<file path="config.mk">
export PLATFORM = sky130hd
export DESIGN_NAME = k_rpack_t1
export DESIGN_NICKNAME = d
export VERILOG_FILES = /design/src/rtl/k_rpack_t1.sv
export SDC_FILE = /design/constraint.sdc
export NUM_CORES = 1
export LEC_CHECK = 0
export BUFFER_PORTS_ARGS = -buffer_cell sky130_fd_sc_hd__buf_4
export CAP_MARGIN = 20
export CORE_ASPECT_RATIO = 1.2
export CORE_MARGIN = 4
export CORE_UTILIZATION = 50
export DETAILED_ROUTE_END_ITERATION = 10
export PLACE_DENSITY = 0.82
export SLEW_MARGIN = 5
export SYNTH_ARGS = -nofsm -noshare
export SYNTH_HDL_FRONTEND = slang
export SYNTH_SLANG_ARGS = --single-unit
</file>
<file path="constraint.sdc">
create_clock -name rclk -period 2.75 [get_ports rclk]
set_input_delay 0.1375 -clock rclk [delete_from_list [all_inputs] [get_ports rclk]]
set_output_delay 0.1375 -clock rclk [all_outputs]
set_load 0.005 [all_outputs]
</file>
<file path="src/rtl/k_rpack_t1.sv">
`default_nettype none
// ============================================================================
// Module   : k_rpack_t1
// Purpose  : Read-side packer behind a 2-deep async FIFO. Pops FIFO words
//            through the rget/rrdy handshake and packs four consecutive
//            words into one wide output word. Lane 0 holds the oldest word.
//            A flush emits the current partial word, zero-filled and tagged
//            with olast. The output is a registered valid/ready port.
//            Sustains one FIFO word per cycle while oready is high.
// Ports    : rclk    - read-domain clock
//            rrst_n  - asynchronous active-low reset
//            rdata   - FIFO read data (valid when rrdy)
//            rrdy    - FIFO holds a readable word
//            rget    - pop strobe to FIFO (combinational)
//            flush   - single-cycle request to emit the partial word
//            odata   - packed word, lane k = bits [k*DATA_SIZE +: DATA_SIZE]
//            obytes  - number of valid lanes in odata (1..4)
//            olast   - word was closed by a flush
//            ovalid  - odata/obytes/olast valid
//            oready  - consumer accepts
// Revision : 1.0 - initial release
// ============================================================================
module k_rpack_t1 #(
  parameter int DATA_SIZE = 8
) (
  input  logic                   rclk,
  input  logic                   rrst_n,
  input  logic [DATA_SIZE-1:0]   rdata,
  input  logic                   rrdy,
  output logic                   rget,
  input  logic                   flush,
  output logic [4*DATA_SIZE-1:0] odata,
  output logic [2:0]             obytes,
  output logic                   olast,
  output logic                   ovalid,
  input  logic                   oready
);

  localparam logic [1:0] C_LAST_LANE = 2'd3;

  logic [DATA_SIZE-1:0]   acc_q [3];
  logic [DATA_SIZE-1:0]   acc_d [3];
  logic [1:0]             cnt_q, cnt_d;
  logic                   fpend_q, fpend_d;
  logic [4*DATA_SIZE-1:0] odata_q, odata_d;
  logic [2:0]             obytes_q, obytes_d;
  logic                   olast_q, olast_d;
  logic                   ovalid_q, ovalid_d;

  logic                   w_out_free;
  logic                   w_take;
  logic                   w_flush_req;
  logic [2:0]             w_eff_cnt;
  logic [DATA_SIZE-1:0]   w_lane_src [4];
  logic [4*DATA_SIZE-1:0] w_pack;

  always_comb begin
    // The output slot can take a new word if it is empty or draining now;
    // this keeps oready -> rget combinational so a stall releases without
    // a bubble.
    w_out_free  = !ovalid_q || oready;
    w_take      = rrdy && !fpend_q && ((cnt_q != C_LAST_LANE) || w_out_free);
    w_flush_req = flush || fpend_q;
    w_eff_cnt   = {1'b0, cnt_q} + {2'b00, (w_take && (cnt_q != C_LAST_LANE))};

    // Lane 3 never lives in the accumulator; it only ever comes from rdata.
    w_lane_src[0] = acc_q[0];
    w_lane_src[1] = acc_q[1];
    w_lane_src[2] = acc_q[2];
    w_lane_src[3] = '0;

    // Assemble the candidate output word: held lanes below cnt, the incoming
    // word at lane cnt, zeros above. Stale accumulator lanes are masked.
    w_pack = '0;
    for (int k = 0; k < 4; k++) begin
      if (k < int'(cnt_q)) begin
        w_pack[k*DATA_SIZE +: DATA_SIZE] = w_lane_src[k];
      end else if ((k == int'(cnt_q)) && w_take) begin
        w_pack[k*DATA_SIZE +: DATA_SIZE] = rdata;
      end
    end
  end

  assign rget = w_take;

  always_comb begin
    acc_d    = acc_q;
    cnt_d    = cnt_q;
    fpend_d  = fpend_q;
    odata_d  = odata_q;
    obytes_d = obytes_q;
    olast_d  = olast_q;
    ovalid_d = ovalid_q;

    if (w_take && (cnt_q != C_LAST_LANE)) begin
      acc_d[cnt_q] = rdata;
    end

    if (w_take && (cnt_q == C_LAST_LANE)) begin
      // Full word. A coincident flush sees an empty accumulator and is dropped.
      odata_d  = w_pack;
      obytes_d = 3'd4;
      olast_d  = 1'b0;
      ovalid_d = 1'b1;
      cnt_d    = '0;
    end else if (w_flush_req && (w_eff_cnt != 3'd0)) begin
      if (w_out_free) begin
        odata_d  = w_pack;
        obytes_d = w_eff_cnt;
        olast_d  = 1'b1;
        ovalid_d = 1'b1;
        cnt_d    = '0;
        fpend_d  = 1'b0;
      end else begin
        // Output slot busy: remember the flush and freeze intake until it lands.
        fpend_d = 1'b1;
        cnt_d   = w_eff_cnt[1:0];
      end
    end else begin
      cnt_d = w_eff_cnt[1:0];
      if (ovalid_q && oready) begin
        ovalid_d = 1'b0;
      end
    end
  end

  always_ff @(posedge rclk or negedge rrst_n) begin
    if (!rrst_n) begin
      acc_q[0] <= '0;
      acc_q[1] <= '0;
      acc_q[2] <= '0;
      cnt_q    <= '0;
      fpend_q  <= 1'b0;
      odata_q  <= '0;
      obytes_q <= '0;
      olast_q  <= 1'b0;
      ovalid_q <= 1'b0;
    end else begin
      acc_q    <= acc_d;
      cnt_q    <= cnt_d;
      fpend_q  <= fpend_d;
      odata_q  <= odata_d;
      obytes_q <= obytes_d;
      olast_q  <= olast_d;
      ovalid_q <= ovalid_d;
    end
  end

  assign odata  = odata_q;
  assign obytes = obytes_q;
  assign olast  = olast_q;
  assign ovalid = ovalid_q;

endmodule
`default_nettype wire

</file>
==> flow_summary.json <==
{
  "fin_nets": 314,
  "layout_common_cells": "dfrtp_1 (64), buf_4 (56), o21ai_0 (32)",
  "maxSlewViolCount": 0,
  "drt_iter0_drc": 238,
  "grt_pass1_wl_um": 10900,
  "finalHoldViolCount": 0,
  "die_y_um": 90.2,
  "postRouteWirelength_um": 6590,
  "worst_pin_slew_ns": 0.787,
  "synth_edf_count": 0,
  "die_x_um": 76.5,
  "drt-wirelength-per-cell_um": 18.0,
  "grt_antenna_before_repair": 0,
  "clock_path_buffers": 2,
  "dr.pass1.iters": 5,
  "synth_area_sq_um": 2820,
  "cts_setup_buffers": 0,
  "critical_path_class": "reg2reg",
  "synth_warnings": 0,
  "areaGrowthSynthToFinish_pct": 20.6,
  "ys_ff_latch": 64,
  "grt_pass1_vias": 2203,
  "setup_viol": 0,
  "synth-simple-area-share": 0.132,
  "htree_levels": 3,
  "hold_class": "in2reg",
  "antenna_cells": 0,
  "fin_crit_sh": 0.907,
  "clk_pin_slew_ns": 0.07,
  "synth_compound_area_frac": 0.155,
  "core_sq_um": 5370,
  "leakage_nw": 1.62,
  "clock_latency_ns": 0.35,
  "synth.avg_cell_area_sq_um": 11.2,
  "cts_root_buf": "clkbuf_8",
  "syn-num-nets": 267,
  "pwr_density_cell_nw_per_um2": 1090,
  "ys_types": 32,
  "synth-seq-area-share": 0.568,
  "grt-ovfl-total": 0,
  "rsz0062_at_grt": "false",
  "die_area_sq_um": 6910,
  "cts_resized": 0,
  "required_ns": 2.95,
  "num_vias": 2152,
  "timing.setup.tns_ns": 0,
  "cts_buffers": 9,
  "cts_tree": "built",
  "crit_fanout": 32,
  "synth_top_family_by_area": "compound AO/OA/AOI/OAI gates",
  "muxShareOfSynthArea": 0.0773,
  "worstSetupEndpointType": "flip-flop",
  "layout_min_cycle_time_ns": 2.50,
  "max_freq_ghz": 0.401,
  "irDropWorstVdd_v": 0.000428,
  "route.detailed.drc": 0,
  "cts_sinks": 64,
  "numPortBuffers": 50,
  "slew-limit-headroom": 0.476,
  "io_pins": 51,
  "hpwl_um": 4260,
  "synth-xor-area-share": 0,
  "max_cap_viol_count": 0,
  "grt_max_degree": 65,
  "gp_congestion": 0.844,
  "status": "finished clean",
  "fin_worst_skew_ns": 0.00711,
  "ys_async_sr_fraction": 1.00,
  "detail-route-antenna-nets": 0,
  "critPathArrivalTime_ns": 2.70,
  "synthCells": 252,
  "total_power_mw": 3.69,
  "drive_gt1_frac": 0.293,
  "avgViaCountPerCell": 5.88,
  "cts_hold_buf": 1,
  "worstSetupStartpointType": "flip-flop",
  "ys.flop_type": "dfrtp_1",
  "initial_core_util": 0.525,
  "num_rows": 29,
  "final_common_cell": "dfrtp_1",
  "synthAdderAreaFrac": 0.00888,
  "grt_usage": 0.204
}
stage by stage:
step	hold slack (ns)	cell area, sq um	utilization	worst slack [ns]	std cells
global placement	0.262	3190	0.594	0.435	349
finish	0.0643	3400	0.633	0.255	366
CTS	0.0582	3400	0.633	0.237	366
detailed placement	0.272	3190	0.594	0.273	349
global route	0.0717	3400	0.633	0.0656	366
floorplan	-0.158	2820	-	0.215	252
cell families (layout without fill, tap and decap cells):
kind of cell | count (synthesis) | after routing
buf+inv | 31 | 83
simple gates | 66 | 66
fa+ha+maj | 2 | 2
flops | 64 | 64
mux | 19 | 19
compound gates | 70 | 70
path summary, 6_finish.rpt:
kind,startpoint,to,slack [ns],depth (start not counted)
setup / recovery,fpend_q,odata[22],0.25,8
hold / removal,rdata[7],acc_q[7],0.06,2
setup reg to reg,fpend_q,odata[22],0.25,8
hold reg to reg,acc_q[7],acc_q[7],0.50,1
max in group asynchronous,rrst_n,acc_q[19],1.82,2
min in group asynchronous,rrst_n,odata[24],0.40,2
report_power, final:
group          internal (mW)  switching, mW
Clock                  0.466          0.354
Sequential              1.29          0.193
Combinational          0.649          0.739
critical path: stages, from the launching register on:
cell      delay [ns]
dfrtp_1         0.38
nand2b_4        0.17
a21oi_1         0.14
ha_1            0.17
ha_1            0.26
o32ai_1         0.36
nand2b_1        0.18
and2_2          0.49
o21ai_0         0.20
synthesized netlist by cell type, drive strengths merged, types with 2 or more instances:
| cell type | n | area [sq um] |
|---|---|---|
| a22o | 8 | 70.1 |
| inv | 10 | 37.5 |
| nand2b | 3 | 26.3 |
| buf | 16 | 106 |
| o21ai | 32 | 160 |
| and3 | 3 | 18.8 |
| ha | 2 | 25.0 |
| clkbuf | 5 | 18.8 |
| o22ai | 8 | 50.1 |
| nand2 | 17 | 63.8 |
| nor2 | 3 | 18.8 |
| nand3 | 26 | 130 |
| mux2 | 16 | 188 |
| mux2i | 3 | 30.0 |
| dfrtp | 64 | 1600 |
| a22oi | 16 | 120 |
| a21oi | 4 | 20.0 |
| nand3b | 8 | 60.1 |
registers in the layout, indices dropped and copies added (netlist names):
register,count
odata,32
acc_q,24
obytes,3
cnt_q,2
fpend_q,1
olast,1
ovalid,1
metal layers:
metal  vias up  GRT usage  part of all wire
li1       1001          -                 -
met3        14     0.0570             0.058
met5         -          0                 0
met1      1071      0.253              0.42
met4         0      0.112             0.028
met2        66      0.320              0.49
final cells by class:
type / count / area [sq um]
Multi-Input combinational cell: 157 / 1050
Sequential cell: 64 / 1600
Clock buffer: 13 / 159
Inverter: 10 / 37.5
Fill cell: 435 / 1970
Clock inverter: 3 / 40.0
Tap cell: 62 / 77.6
Timing Repair Buffer: 57 / 430
Note: power is estimated with default switching activity, not from simulation.
